<file path="src/rtl/gamepad_move_queue.sv">
// Turns single-controller button levels into discrete 2048 game commands
// (press events plus hold-to-repeat) and buffers them in a small valid/ready FIFO.
module gamepad_move_queue #(
  parameter int REPEAT_DELAY  = 12000000,
  parameter int REPEAT_PERIOD = 3000000,
  parameter int REPEAT_EN     = 1,
  parameter int FIFO_DEPTH    = 4,
  parameter int CNT_WIDTH     = 24
) (
  input  logic                          clk,
  input  logic                          rst,
  input  logic                          is_present,
  input  logic                          up,
  input  logic                          down,
  input  logic                          left,
  input  logic                          right,
  input  logic                          start,
  output logic                          cmd_valid,
  output logic [2:0]                    cmd,
  input  logic                          cmd_ready,
  output logic [$clog2(FIFO_DEPTH):0]   fifo_count,
  output logic                          overflow
);

  localparam int AW = $clog2(FIFO_DEPTH);
  localparam int CW = AW + 1;

  localparam logic [2:0] CMD_UP    = 3'd0;
  localparam logic [2:0] CMD_DOWN  = 3'd1;
  localparam logic [2:0] CMD_LEFT  = 3'd2;
  localparam logic [2:0] CMD_RIGHT = 3'd3;
  localparam logic [2:0] CMD_NEW   = 3'd4;
  localparam logic [2:0] DIR_NONE  = 3'd7;

  localparam logic [CNT_WIDTH-1:0] DELAY_LAST  = CNT_WIDTH'(REPEAT_DELAY - 1);
  localparam logic [CNT_WIDTH-1:0] PERIOD_LAST = CNT_WIDTH'(REPEAT_PERIOD - 1);
  localparam logic [CW-1:0]        FULL_COUNT  = CW'(FIFO_DEPTH);

  typedef enum logic [1:0] {
    ST_IDLE   = 2'd0,
    ST_DELAY  = 2'd1,
    ST_REPEAT = 2'd2
  } dir_state_t;

  // Only a lone direction counts; chords and diagonals decode to NONE.
  function automatic logic [2:0] decode_dir(input logic [3:0] rldu);
    logic [2:0] d;
    case (rldu)
      4'b0001: d = CMD_UP;
      4'b0010: d = CMD_DOWN;
      4'b0100: d = CMD_LEFT;
      4'b1000: d = CMD_RIGHT;
      default: d = DIR_NONE;
    endcase
    return d;
  endfunction

  dir_state_t            state, state_n;
  logic [CNT_WIDTH-1:0]  cnt, cnt_n;
  logic [2:0]            prev_dir;
  logic                  prev_start;

  logic [2:0]            dir;
  logic                  eff_start;
  logic                  start_rise;
  logic                  dir_push;
  logic                  push;
  logic [2:0]            push_cmd;

  logic [2:0]            mem [FIFO_DEPTH];
  logic [AW-1:0]         wr_ptr, rd_ptr;
  logic [CW-1:0]         count;
  logic                  full, pop, wr_en;

  always_comb begin
    dir        = decode_dir({right & is_present, left & is_present,
                             down & is_present, up & is_present});
    eff_start  = start & is_present;
    start_rise = eff_start & ~prev_start;
  end

  always_comb begin
    state_n  = state;
    cnt_n    = cnt;
    dir_push = 1'b0;
    case (state)
      ST_IDLE: begin
        if (dir != DIR_NONE) begin
          dir_push = 1'b1;
          state_n  = ST_DELAY;
          cnt_n    = '0;
        end
      end
      ST_DELAY: begin
        if (dir == DIR_NONE) begin
          state_n = ST_IDLE;
          cnt_n   = '0;
        end else if (dir != prev_dir) begin
          dir_push = 1'b1;
          cnt_n    = '0;
        end else if (REPEAT_EN != 0) begin
          if (cnt == DELAY_LAST) begin
            dir_push = 1'b1;
            state_n  = ST_REPEAT;
            cnt_n    = '0;
          end else begin
            cnt_n = cnt + 1'b1;
          end
        end
      end
      ST_REPEAT: begin
        if (dir == DIR_NONE) begin
          state_n = ST_IDLE;
          cnt_n   = '0;
        end else if (dir != prev_dir) begin
          dir_push = 1'b1;
          state_n  = ST_DELAY;
          cnt_n    = '0;
        end else if (cnt == PERIOD_LAST) begin
          dir_push = 1'b1;
          cnt_n    = '0;
        end else begin
          cnt_n = cnt + 1'b1;
        end
      end
      default: begin
        state_n = ST_IDLE;
        cnt_n   = '0;
      end
    endcase
  end

  // NEW_GAME takes the single push slot; the FSM still advances as computed.
  always_comb begin
    push     = start_rise | dir_push;
    push_cmd = start_rise ? CMD_NEW : dir;
  end

  always_ff @(posedge clk) begin
    if (rst) begin
      state      <= ST_IDLE;
      cnt        <= '0;
      prev_dir   <= DIR_NONE;
      prev_start <= 1'b0;
    end else begin
      state      <= state_n;
      cnt        <= cnt_n;
      prev_dir   <= dir;
      prev_start <= eff_start;
    end
  end

  always_comb begin
    full      = (count == FULL_COUNT);
    cmd_valid = (count != '0);
    pop       = cmd_valid & cmd_ready;
    wr_en     = push & (~full | pop);
  end

  always_ff @(posedge clk) begin
    if (rst) begin
      wr_ptr   <= '0;
      rd_ptr   <= '0;
      count    <= '0;
      overflow <= 1'b0;
    end else begin
      if (wr_en) wr_ptr <= wr_ptr + AW'(1);
      if (pop)   rd_ptr <= rd_ptr + AW'(1);
      case ({wr_en, pop})
        2'b10:   count <= count + CW'(1);
        2'b01:   count <= count - CW'(1);
        default: count <= count;
      endcase
      if (push & full & ~pop) overflow <= 1'b1;
    end
  end

  // Storage carries no reset; cmd is gated by occupancy so it still reads 0 when empty.
  always_ff @(posedge clk) begin
    if (wr_en) mem[wr_ptr] <= push_cmd;
  end

  always_comb begin
    cmd        = cmd_valid ? mem[rd_ptr] : 3'd0;
    fifo_count = count;
  end

endmodule
</file>
<file path="config.mk">
export PLATFORM = sky130hd
export DESIGN_NAME = gamepad_move_queue
export DESIGN_NICKNAME = d
export VERILOG_FILES = /design/src/rtl/gamepad_move_queue.sv
export SDC_FILE = /design/constraint.sdc
export NUM_CORES = 1
export LEC_CHECK = 0
export CAP_MARGIN = 15
export CORE_UTILIZATION = 55
export DETAILED_ROUTE_END_ITERATION = 10
export GPL_TIMING_DRIVEN = 0
export PLACE_DENSITY = 0.72
export SLEW_MARGIN = 10
export SYNTH_ARGS = -nofsm -noshare
export SYNTH_HDL_FRONTEND = slang
export SYNTH_SLANG_ARGS = --single-unit
</file>
<file path="constraint.sdc">
create_clock -name clk -period 5.2 [get_ports clk]
set_input_delay 0.52 -clock clk [delete_from_list [all_inputs] [get_ports clk]]
set_output_delay 0.52 -clock clk [all_outputs]
set_load 0.02 [all_outputs]
</file>
# Word-level counts from Yosys, hierarchy flattened
# Memory sizes are Yosys's and may differ from the RTL's. A register that Yosys moved wholly into a read port is not among the register bits.
# Index checks and enable logic that the tools add are counted.
# word_totals
reg_bits,38
ram_bits,12
inputBits,9
out_inout_bits,8
wordCells,82
n_memories,1
# memory_table
name,depth,word_bits,read_ports,rd_clocked_by_memory_dff,write_ports,line,source
mem,4,3,1,1,1,70,logic [2:0] mem [FIFO_DEPTH];
# classes
add_sub_neg,5
n_eq_ne,18
n_mux,31
n_bitwise,15
reduce_logical,4
# op_table
operator,n
$mux W24,7
$pmux W24 S3,1
$add A24 B1 Y24 const B,1
$eq A24 B22 Y1 const B,1
$eq A24 B24 Y1 const B,1
$mux W2,8
$ne A3 B3 Y1 const B,4
$pmux W3 S4,1
$and A1 B1 Y1,10
$mux W1,9
$eq A3 B3 Y1 const B,2
$mux W3,2
$pmux W2 S3,1
$pmux W3 S2,1
$add A2 B1 Y2 const B,2
$eq A2 B1 Y1 const B,2
$eq A2 B2 Y1 const B,2
$eq A4 B1 Y1 const B,1
$eq A4 B2 Y1 const B,1
$eq A4 B3 Y1 const B,1
$eq A4 B4 Y1 const B,1
$reduce_and A4 Y1,1
$add A3 B1 Y3 const B,1
$ne A3 B3 Y1,1
8 further kinds,11

# Longest topological paths before layout
# logic_depth
ltp_word,11
depth_mapped,11
depth_no_buf,11

# Worst setup path after synthesis
# OpenSTA, ideal clock, no wires.
# synth_path
path_kind,input to register
start,input up
end,"register count[2], in the netlist fifo_count[2]"
arrival_time_ns,3.155
required_ns,5.079
path_slack_ns,1.924
stages,10
n_path_buf,0
path_cell_list,or4b_1 > o311a_1 > or3_4 > or3_4 > o311ai_4 > nor2_1 > fa_1 > and3_1 > mux2i_1 > mux2_2
# synth_between
elab_chain_cells,11
word_cells_on_any_way,21
# synth_rtl
element,line,source
start: declaration,13,"input logic up,"
$and A1 B1 Y1 *,77,"down & is_present, up & is_present});"
$eq A4 B4 Y1 (tied with other cells),48,case (rldu)
$pmux W3 S4 *,48,
$ne A3 B3 Y1,"98, 115",
$mux W1 (on tied branches),"115, 98",
$mux W1 (on tied branches),"112, 95",
$pmux W1 S3 *,86,case (state)
$or A1 B1 Y1 *,135,push = start_rise | dir_push;
$and A1 B1 Y1 *,157,wr_en = push & (~full | pop);
$eq A2 B1 Y1 or $eq A2 B2 Y1 (tied branches),169,"case ({wr_en, pop})"
$pmux W3 S2 or $reduce_bool A2 Y1 (tied branches),-,
end signal: assignment,170,2'b10: count <= count + CW'(1);
end signal: assignment,171,2'b01: count <= count - CW'(1);
end signal: assignment,172,default: count <= count;
end: declaration,72,logic [CW-1:0] count;
# Mark *: on every way between the ends. The rest lies on a longest branch, timed or not.
# A chain may end at the register's enable or synchronous reset.

# Final worst setup path
# layout_path
start,input left
end,"register count[2], in the netlist fifo_count[2]"
# layout_between
elab_chain_cells,11
word_cells_on_any_way,21
# layout_rtl
element,line,source
start: declaration,15,"input logic left,"
$and A1 B1 Y1 *,76,"dir = decode_dir({right & is_present, left & is_present,"
$eq A4 B4 Y1 (tied with other cells),48,
$pmux W3 S4 *,48,
$ne A3 B3 Y1,"98, 115",
$mux W1 (on tied branches),"115, 98",
$mux W1 (on tied branches),"112, 95",
$pmux W1 S3 *,86,
$or A1 B1 Y1 *,135,
$and A1 B1 Y1 *,157,
$eq A2 B1 Y1 or $eq A2 B2 Y1 (tied branches),169,
$pmux W3 S2 or $reduce_bool A2 Y1 (tied branches),-,
# Marks and branches as above.

==> flow_summary.rst <==
.. list-table::
   :header-rows: 1

   * - Metric
     - Value
   * - Width of the chip
     - 71.9 um
   * - Top cells by area in the synthesized netlist
     - dfxtp_1 30%, edfxtp_1 13%, xnor2_1 6.2%, nor2_1 6.1%, ha_1 4.2%
   * - Final weighted congestion of routability-driven global placement
     - between 0.9 and 1
   * - Pins over their slew limit
     - 0
   * - Antenna violations before repair
     - 0
   * - Slew HR
     - 44.0%
   * - Max_cap viols
     - 0
   * - Top achievable clock speed
     - ~270 MHz
   * - Termination of the worst setup path
     - fifo_count[2]
   * - Number of global-route vias before repair
     - around 1.9k
   * - Per-cell via count in the routed design
     - 5.43
   * - Critical register-to-register path endpoint
     - fifo_count[2]
   * - Via count
     - ~2.0k
   * - Design Power
     - 1040 uW
   * - Worst IR drop on VDD
     - ~0.00018 V
   * - Kind of end point of the critical path
     - flip-flop
   * - Final Hold Viols
     - 0
   * - Result of the run
     - complete, no violations
   * - CTS Root Buffer Type
     - clkbuf_8
   * - Number of port buffers
     - 16
   * - Final core utilization
     - between 60% and 70%
   * - Number of DRC markers after the initial detailed-route iteration
     - 63
   * - Number of filler instances in the final layout
     - about 400
   * - Portion of synthesized cell area occupied by the leading cell type
     - just under 30%
   * - Total detailed-routing wirelength
     - 5060 um
   * - Worst hold margin
     - 0.508 ns
   * - Area growth from synthesis to layout
     - 12.7%
   * - DRC viols
     - 0
   * - Antenna fix cells
     - 0
   * - Final-stage net count
     - approximately 320
   * - TritonCTS clock tree
     - done
   * - Antenna violation net count after detailed routing
     - 0
   * - Clock Sink Count
     - 52
   * - Setup repair bufs after CTS
     - 0
   * - Total clock buffers created by CTS
     - 5
   * - Area of the core
     - 4720 um2
   * - Met1 layer wirelength in the final routing
     - between 2000 and 2500 um
   * - Skew-Pair Late Insertion Delay
     - approximately 0.31 ns
   * - Combined area of the multi-input logic cells
     - 1450 um2
   * - Y dimension of the die
     - 71.9 um
   * - Area taken by flip-flops and latches
     - roughly 1200 um2
   * - Area of the mapped netlist
     - about 2700 um2
   * - Setup-failing EPs final
     - 0
   * - Uppermost routed layer
     - met4
   * - Shortest clock period the worst path allows after layout
     - about 3.6 ns
   * - Setup CP Type
     - in2reg
   * - Die area
     - between 5000 and 6000 um2
   * - Pin count of the biggest net entering global routing
     - 19
   * - Global-route wire length before repair
     - roughly 8400 um
   * - Setup repair after global routing missed its margin
     - false
   * - Final total negative setup slack
     - 0 ns
   * - Total global routing track utilization
     - roughly a fifth
   * - Arrival time at the worst endpoint
     - between 3 and 4 ns
   * - Crit share post-route
     - between 70% and 80%
   * - Average footprint of a synthesized cell
     - between 9 and 10 um2
   * - Number of gates resized after CTS
     - 0
   * - Path class of the lowest-slack min-delay path
     - reg2reg
   * - H-tree lvl count
     - 2
   * - Wire length on met3
     - around 120 um
   * - Average detailed-routed wire length per instance
     - 13.6 um
   * - Row count
     - 25
   * - Leakage component of the power
     - roughly 0.0010 uW
   * - Power density over the cells
     - between 300 and 400 nW/um2
   * - Total nets after synthesis
     - between 200 and 300
   * - Layout cells sized above 1
     - around 8.2%
   * - Setup slack at placement
     - 1.24 ns
   * - Final Worst Setup Slack
     - approximately 1.6 ns
   * - Setup slack of the most critical reg-to-reg path
     - 1.93 ns
   * - Beginning of the critical path
     - left
   * - I/O pin cnt
     - 17
   * - Clock-pin slew of the registers on the worst-case setup and hold paths
     - 0.10 ns
   * - Initial core utilization
     - 56.9%
   * - Flip-flop and latch count after synthesis
     - between 50 and 60
   * - R2R Path Start
     - cnt[0]
   * - Post-CTS Hold Buffers
     - 0
   * - HPWL after DPL
     - 3760 um
   * - Slew at the pin closest to its max-slew limit
     - approximately 0.83 ns
   * - Routed wl met2
     - 2450 um
   * - Number of iterations in the first detailed-routing pass
     - 4
   * - Leftover overflow at the end of global routing
     - 0
   * - Buffer levels on the longest clock path
     - 2
   * - Library cell occupying the most area in the post-synthesis netlist
     - dfxtp_1
   * - Number of standard cells after synthesis
     - 280
   * - CP required
     - around 5.4 ns
   * - Count of distinct cell types in the synthesized netlist
     - 47
   * - Max Fanout on Critical Path
     - 9
   * - Yosys Warn Count
     - 0
   * - Kind of start point of the critical path
     - input port
   * - Number of cells on the worst reg-to-reg path
     - 11
   * - Fraction of the yosys area taken by sequential cells
     - 43.2%
   * - Worst clock skew
     - 0.0106 ns
## Yosys cell counts (all sizes together)
cell type and number:
inv 13, a211oi 1, buf 2, o21ai 4, mux4 3, o311a 2
nor2b 4, a21o 2, o2bb2a 1, nor4bb 1, edfxtp 12, a211o 3
nor3 5, or2 3, a2111oi 1, nor3b 1, o221ai 1, nor2 44
nand4 6, and4 4, or3 8, ha 9, nor4 1, dfxtp 40
xnor2 19, nand2b 3, a21oi 7, fa 1, or4b 3, xor2 11
or4 2, o31a 1, and3 9, nor4b 2, mux2i 2, o32ai 1
o311ai 2, mux2 3, and2 8, nand2 15, clkbuf 5, nand3 15
## power breakdown
part	switching [uW]	internal, uW	total [uW]	leakage, uW
combinational	167	155	322	0.000573
sequential	30.3	442	473	0.000429
clock	142	99.0	241	0.0000463
## state kept, by name, indices dropped and copies added (netlist names), named ones only
register    count
fifo_count      3
wr_ptr          2
overflow        1
prev_start      1
rd_ptr          2
state           2
cnt            24
prev_dir        3
mem            12
## critical path, stage by stage
cell and delay, ns:
clkdlybuf4s50_1 0.50, xnor2_1 0.18, o311ai_0 0.70, nand3_1 0.28, o31a_1 0.38, o311ai_4 0.16, nor2_1 0.10, fa_1 0.39
and3_1 0.15, mux2i_1 0.13, mux2_2 0.34
## per-stage QoR
step                      instances  area, um2
final                           371       3030
after global routing            371       3030
after CTS                       371       3030
after detailed placement        363       2930
after global placement          363       2930
after floorplan                 280       2690
## cell families (layout without fill, tap and decap cells)
logic type / after synthesis / in the layout / synth area share (%)
flops: 52 / 52 / 43.2
fa+ha+maj: 10 / 10 / 4.94
compound gates: 26 / 26 / 8.06
buf+inv: 20 / 44 / 2.89
mux: 8 / 8 / 4.52
simple gates: 134 / 134 / 26.6
xor+xnor: 30 / 30 / 9.78
## area by class of cell
cell class	count	area share, %
Clock buffer	5	2.27
Clock inverter	3	0.909
Multi-Input combinational cell	208	47.8
Inverter	13	1.61
Buffer	7	0.951
Tap cell	67	2.77
Timing Repair Buffer	16	5.29
Sequential cell	52	38.4
## metal layers
metal,GRT usage [%],vias up
met5,0,-
met3,4.22,6
met1,26.9,952
met2,36.0,26
li1,-,1032
met4,5.66,0
## worst min path at each step
| stage | start | cells after the start | to |
|---|---|---|---|
| floorplan | state[1] | 2 | state[1] |
| global placement | overflow | 2 | overflow |
| detailed placement | state[0] | 2 | state[0] |
| CTS | state[0] | 2 | state[0] |
| global route | state[0] | 2 | state[0] |
| finish | state[1] | 2 | state[1] |
## placed cells by master, fill, tap and decap left out, drive strengths merged, types with 8 or more instances in the layout
cell and count:
and2 8, and3 9, clkbuf 10, clkdlybuf4s50 16, dfxtp 40, edfxtp 12
ha 9, inv 14, nand2 15, nand3 15, nor2 44, or3 8
xnor2 19, xor2 11
Note: power is estimated with default switching activity, not from simulation.
==> edit 1, RTL diff (same settings) <==
Register the output `fifo_count`, cleared by the reset; this adds one clock of latency there. The other outputs are not delayed to match.
--- a/src/rtl/gamepad_move_queue.sv
+++ b/src/rtl/gamepad_move_queue.sv
@@ -43,2 +43,4 @@
   } dir_state_t;
+
+  logic [$clog2(FIFO_DEPTH):0] fifo_count_d;
 
@@ -184,3 +186,11 @@
     cmd        = cmd_valid ? mem[rd_ptr] : 3'd0;
-    fifo_count = count;
+    fifo_count_d = count;
+  end
+
+  always_ff @(posedge clk) begin
+    if (rst) begin
+      fifo_count <= '0;
+    end else begin
+      fifo_count <= fifo_count_d;
+    end
   end
Check against the original RTL: not equivalent (Yosys sat finds a counterexample within 4 cycles, from zero or initial values and one cycle with rst high).
==> edit 1 against the original RTL <==
Worst setup slack better by 260 ps. Final area is 1.2% higher. Sequential power is 6.6% higher. Sequential cell count is 3 higher. Area after synthesis is 1.6% higher. Synthesized cell count is 0.36% lower. Wire length is 0.69% higher. Total power is 4.1% higher. Non-clock buffer count is 3 lower. Largest power group unchanged.
==> edit 1: results (changes against the original RTL) <==
.. list-table::
   :header-rows: 1

   * - Metric
     - Value
   * - Worst EP arrival
     - 3590 ps (was 3840 ps)
   * - Maximum fanout encountered on the critical timing path
     - 5 (was 9)
   * - Number of input and output port buffers inserted
     - 15 (was 16)
   * - Total placed instance area
     - 0.00296 mm2 (was 0.00293 mm2)
   * - Cell types with the highest counts after synthesis
     - sky130_fd_sc_hd__dfxtp_1 (43), sky130_fd_sc_hd__nor2_1 (36), sky130_fd_sc_hd__nand2_1 (18) (was sky130_fd_sc_hd__nor2_1 (44), sky130_fd_sc_hd__dfxtp_1 (40), sky130_fd_sc_hd__xnor2_1 (19))
   * - Fraction of synthesized area in multiplexers
     - 0.0477 (was 0.0452)
   * - Pwr Density
     - 352 mW/mm2 (was 342 mW/mm2)
   * - Placed wire-length estimate
     - 3810 um (was 3760 um)
   * - Post-DR vias/cell
     - 5.62 (was 5.43)
   * - Placed instance count
     - 361 (was 363)
   * - Largest net degree at the start of global routing
     - 18 (was 19)
   * - Run status
     - finished, final reports clean (unchanged)
   * - Wirelength, routed
     - 5090 um (was 5060 um)
   * - Worst min-delay path startpoint
     - overflow (was state[1])
   * - Share of cells above drive strength 1
     - 0.0828 (was 0.0822)
   * - Worst slew margin relative to its limit
     - 0.501 (was 0.440)
   * - Slack of the worst reg-to-reg path
     - 2280 ps (was 1930 ps)
   * - Static leakage power
     - 1.04 nW (was 1.05 nW)
   * - Gpl congestion
     - 0.829 (was 0.918)
   * - Number of fillers in the final layout
     - 413 (was 398)
   * - Cell variety after synth
     - 53 (was 47)
   * - Final setup skew
     - 9.96 ps (was 10.6 ps)
   * - Post-detailed-route wirelength per cell
     - 13.8 um (was 13.6 um)
   * - Detailed Routing Iterations Pass 1
     - 5 (was 4)
   * - Post-synthesis xor/xnor area fraction
     - 0.0738 (was 0.0978)
   * - Switching part of the total
     - 0.314 (was 0.328)
   * - Post-synthesis adder-cell area fraction
     - 0.0486 (was 0.0494)
   * - Cells taking the most area after synthesis
     - sky130_fd_sc_hd__dfxtp_1 (32%), sky130_fd_sc_hd__edfxtp_1 (13%), sky130_fd_sc_hd__xor2_1 (5.5%) (was sky130_fd_sc_hd__dfxtp_1 (30%), sky130_fd_sc_hd__edfxtp_1 (13%), sky130_fd_sc_hd__xnor2_1 (6.2%))
   * - Longest individual stage delay on the worst path
     - 570 ps (was 700 ps)
   * - Maximum vdd drop
     - 261 uV (was 176 uV)
   * - Sequential element share of the synthesized area
     - 0.448 (was 0.432)
==> edit 1: cell types whose count changed after synthesis, sizes merged, moves of 4 or more <==
cell,before,now
nand3,15,7
nor2,44,36
xnor2,19,6
nor4,1,5
nor3,5,9
and2,8,12
xor2,11,17
and3,9,4
nand4,6,11
==> edit 1: worst paths after layout <==
path                    to  depth (start not counted)
setup / recovery  count[1]                         10
setup reg to reg  count[2]                         10
hold / removal    overflow                          2
hold reg to reg   overflow                          2
==> edit 1: logic make-up after synthesis <==
logic type	Yosys count
AND/OR/NAND/NOR	132
flip-flops	55
AO/OA/AOI/OAI	35
XOR/XNOR	23
buffers and inverters	15
adder cells (fa/ha/maj)	10
multiplexers	9
==> edit 1: area by class of cell <==
type | instances | area (um2) | share of cell area
Multi-Input combinational cell | 209 | 1450 | 0.473
Clock buffer | 6 | 82.6 | 0.0270
Inverter | 10 | 37.5 | 0.0123
Sequential cell | 55 | 1220 | 0.399
Buffer | 5 | 21.3 | 0.00695
Clock inverter | 2 | 16.3 | 0.00531
Timing Repair Buffer | 15 | 150 | 0.0490
Tap cell | 67 | 83.8 | 0.0274
==> edit 1: power groups by stage <==
stage | clock network [mW] | registers (mW) | logic [mW]
after floorplan | 0 | 0.517 | 0.208
final | 0.247 | 0.504 | 0.327
after global placement | 0 | 0.514 | 0.322
after CTS | 0.252 | 0.505 | 0.328
after detailed placement | 0 | 0.515 | 0.324
after global routing | 0.267 | 0.510 | 0.357
==> edit 1: through the flow <==
step / hold WS, ps / utilization / worst slack (ps)
floorplan: 466 / - / 2140
global placement: 459 / 0.623 / 1500
detailed placement: 468 / 0.623 / 1500
CTS: 491 / 0.644 / 1820
global route: 542 / 0.644 / 1620
finish: 481 / 0.644 / 1820
==> edit 1: worst register-to-register path: stages (launching register included) <==
cell and delay (ps):
sky130_fd_sc_hd__dfxtp_1 440, sky130_fd_sc_hd__ha_1 350, sky130_fd_sc_hd__nand2_1 110, sky130_fd_sc_hd__nor4_1 430, sky130_fd_sc_hd__a31o_2 220, sky130_fd_sc_hd__o22ai_1 130
sky130_fd_sc_hd__nand3_1 190, sky130_fd_sc_hd__inv_1 70, sky130_fd_sc_hd__fa_1 380, sky130_fd_sc_hd__mux2i_1 170, sky130_fd_sc_hd__mux2_1 330
==> edit 1: routing by layer <==
layer | track usage | routed length (um)
met1 | 0.302 | 2600
met2 | 0.312 | 2190
met3 | 0.0431 | 217
met4 | 0.0654 | 82
met5 | 0 | 0
==> edit 2, RTL diff (config.mk and constraints unchanged) <==
Made on the original files. Set the parameter `REPEAT_EN` to 0 (it was 1).
--- a/src/rtl/gamepad_move_queue.sv
+++ b/src/rtl/gamepad_move_queue.sv
@@ -5,3 +5,3 @@
   parameter int REPEAT_PERIOD = 3000000,
-  parameter int REPEAT_EN     = 1,
+  parameter int REPEAT_EN     = 0,
   parameter int FIFO_DEPTH    = 4,
Formal check against the unedited RTL: no difference found for any inputs over 10 cycles, from zero or initial values and one cycle with rst high; that may be too few to reach the edited logic, so the function may still have changed.
==> edit 2 against the original RTL <==
Worst setup slack improved by 590 ps. Clock power decreased by 61%. Area after synthesis decreased by 50%. Total power decreased by 38%. Largest power group unchanged. Utilization increased by 4.3 points. Sequential cell count decreased by 25. Largest cell class is now sequential cells. Highest routed layer unchanged. Final area decreased by 49%. Wire length decreased by 59%. Critical endpoint unchanged.
==> edit 2: results (changes against the original RTL) <==
.. list-table::
   :header-rows: 1

   * - Metric
     - Value
   * - Number of input and output port buffers inserted
     - 13 (was 16)
   * - Cell variety after synth
     - 38 (was 47)
   * - First-pass GRT wire length
     - 3260 um (was 8370 um)
   * - Slack of the worst reg-to-reg path
     - 2730 ps (was 1930 ps)
   * - Global-route total usage across every layer
     - 0.177 (was 0.209)
   * - Min-delay worst type
     - in2reg (was reg2reg)
   * - Run status
     - finished, final reports clean (unchanged)
   * - Via count of the first global-routing pass
     - 741 (was 1883)
   * - Longest individual stage delay on the worst path
     - 540 ps (was 700 ps)
   * - Placed wire-length estimate
     - 1660 um (was 3760 um)
   * - CTS Root Cell
     - sky130_fd_sc_hd__clkbuf_4 (was sky130_fd_sc_hd__clkbuf_8)
   * - Clk pin slew, worst setup/hold paths
     - 150 ps (was 100 ps)
   * - Critical-path cell with the highest stage delay
     - sky130_fd_sc_hd__clkdlybuf4s50_1 (was sky130_fd_sc_hd__o311ai_0)
   * - Sequential element share of the synthesized area
     - 0.491 (was 0.432)
   * - Largest net degree at the start of global routing
     - 18 (was 19)
   * - Net count after synthesis
     - 125 (was 299)
   * - Maximum vdd drop
     - 279 uV (was 176 uV)
   * - Gpl congestion
     - 0.730 (was 0.918)
   * - Static leakage power
     - 0.563 nW (was 1.05 nW)
   * - H-tree levels
     - 1 (was 2)
   * - Worst slew margin relative to its limit
     - 0.695 (was 0.440)
   * - Wirelength, routed
     - 2090 um (was 5060 um)
   * - Insertion delay of the later-clocked pin in the worst-skew pair
     - 330 ps (was 310 ps)
   * - Cells taking the most area after synthesis
     - sky130_fd_sc_hd__edfxtp_1 (27%), sky130_fd_sc_hd__dfxtp_1 (22%), sky130_fd_sc_hd__mux4_2 (5.0%) (was sky130_fd_sc_hd__dfxtp_1 (30%), sky130_fd_sc_hd__edfxtp_1 (13%), sky130_fd_sc_hd__xnor2_1 (6.2%))
   * - Number of synthesized flops with an enable pin
     - 12 (unchanged)
   * - Maximum fanout encountered on the critical timing path
     - 5 (was 9)
   * - Number of nets at the end of the flow
     - 143 (was 322)
   * - Largest register by flop count
     - mem (was cnt)
   * - Total placed instance area
     - 0.00151 mm2 (was 0.00293 mm2)
   * - Final setup skew
     - 4.15 ps (was 10.6 ps)
   * - Cell family with most CP delay
     - simple AND/OR/NAND/NOR gates (was compound AO/OA/AOI/OAI gates)
   * - Worst EP arrival
     - 3300 ps (was 3840 ps)
   * - CTS Buf Count
     - 3 (was 5)
   * - Iteration-0 DRC Markers
     - 9 (was 63)
   * - Share of cells above drive strength 1
     - 0.227 (was 0.0822)
   * - Via count
     - 808 (was 2016)
   * - Cell types with the highest counts after synthesis
     - sky130_fd_sc_hd__dfxtp_1 (15), sky130_fd_sc_hd__nor2_1 (14), sky130_fd_sc_hd__edfxtp_1 (12) (was sky130_fd_sc_hd__nor2_1 (44), sky130_fd_sc_hd__dfxtp_1 (40), sky130_fd_sc_hd__xnor2_1 (19))
   * - Hold_ws
     - 412 ps (was 508 ps)
   * - Internal Dissipation
     - 0.424 mW (was 0.696 mW)
   * - Flip-flop count of the largest register after layout
     - 12 (was 24)
-- edit 2: cell types whose count changed after synthesis, sizes merged, moves of 7 or more --
| cell | delta |
|---|---|
| dfxtp | -25 |
| nor2 | -30 |
| xor2 | -9 |
| nand2 | -10 |
| or3 | -7 |
| and3 | -9 |
| nand3 | -15 |
| xnor2 | -13 |
| inv | -8 |
-- edit 2: power by group through the flow --
| stage | Clock (mW) | Combinational [mW] | Sequential [mW] |
|---|---|---|---|
| global placement | 0 | 0.259 | 0.280 |
| global route | 0.104 | 0.288 | 0.282 |
| CTS | 0.0974 | 0.268 | 0.279 |
| floorplan | 0 | 0.168 | 0.288 |
| detailed placement | 0 | 0.266 | 0.283 |
| finish | 0.0945 | 0.265 | 0.278 |
-- edit 2: stage by stage --
step	total power [mW]	worst slack, ps	cells	utilization
global placement	0.539	1780	152	0.670
global route	0.674	2020	156	0.684
floorplan	0.455	2350	111	-
finish	0.638	2140	156	0.684
detailed placement	0.549	1750	152	0.670
CTS	0.644	2130	156	0.684
-- edit 2: logic make-up (layout without fill, tap and decap cells) --
family          after synthesis  after routing  share of synthesized area
mux                           8              8                      0.104
buf+inv                      10             27                     0.0483
simple gates                 42             42                      0.177
xor+xnor                      8              8                     0.0520
fa+ha+maj                     5              5                     0.0520
compound gates               11             11                     0.0762
flops                        27             27                      0.491
-- edit 2: final timing paths --
kind	from	endpoint	cells after the start
setup / recovery	is_present	fifo_count[2]	10
setup reg to reg	prev_dir[0]	fifo_count[2]	8
hold reg to reg	wr_ptr[1]	wr_ptr[1]	2
hold / removal	left	prev_dir[1]	3
-- edit 2: final cells by class --
| type | instances | area [um2] |
|---|---|---|
| inverters | 5 | 18.8 |
| plain buffers | 5 | 46.3 |
| multi-input cells | 74 | 621 |
| flip-flops and latches | 27 | 661 |
| clock buffers | 3 | 22.5 |
| repair buffers | 13 | 130 |
| well taps | 28 | 35.0 |
| fillers | 173 | 712 |
| clock inverters | 1 | 8.76 |
-- edit 2: layer usage --
| metal | share of wire | vias up | GRT usage | wire length [um] |
|---|---|---|---|---|
| met5 | 0 | - | 0 | 0 |
| met4 | 0.0096 | 0 | 0.0405 | 20 |
| met3 | 0.040 | 5 | 0.0625 | 84 |
| met2 | 0.51 | 17 | 0.327 | 1070 |
| met1 | 0.44 | 367 | 0.189 | 909 |
| li1 | - | 419 | - | - |
-- edit 2: worst register-to-register path: stages (launching register included) --
cell                       delay, ps
sky130_fd_sc_hd__dfxtp_1         340
sky130_fd_sc_hd__or4_1           420
sky130_fd_sc_hd__o211ai_2        190
sky130_fd_sc_hd__o22ai_1         180
sky130_fd_sc_hd__and2_1          220
sky130_fd_sc_hd__fa_1            370
sky130_fd_sc_hd__and2_1          150
sky130_fd_sc_hd__a22oi_2         200
sky130_fd_sc_hd__mux2_4          310
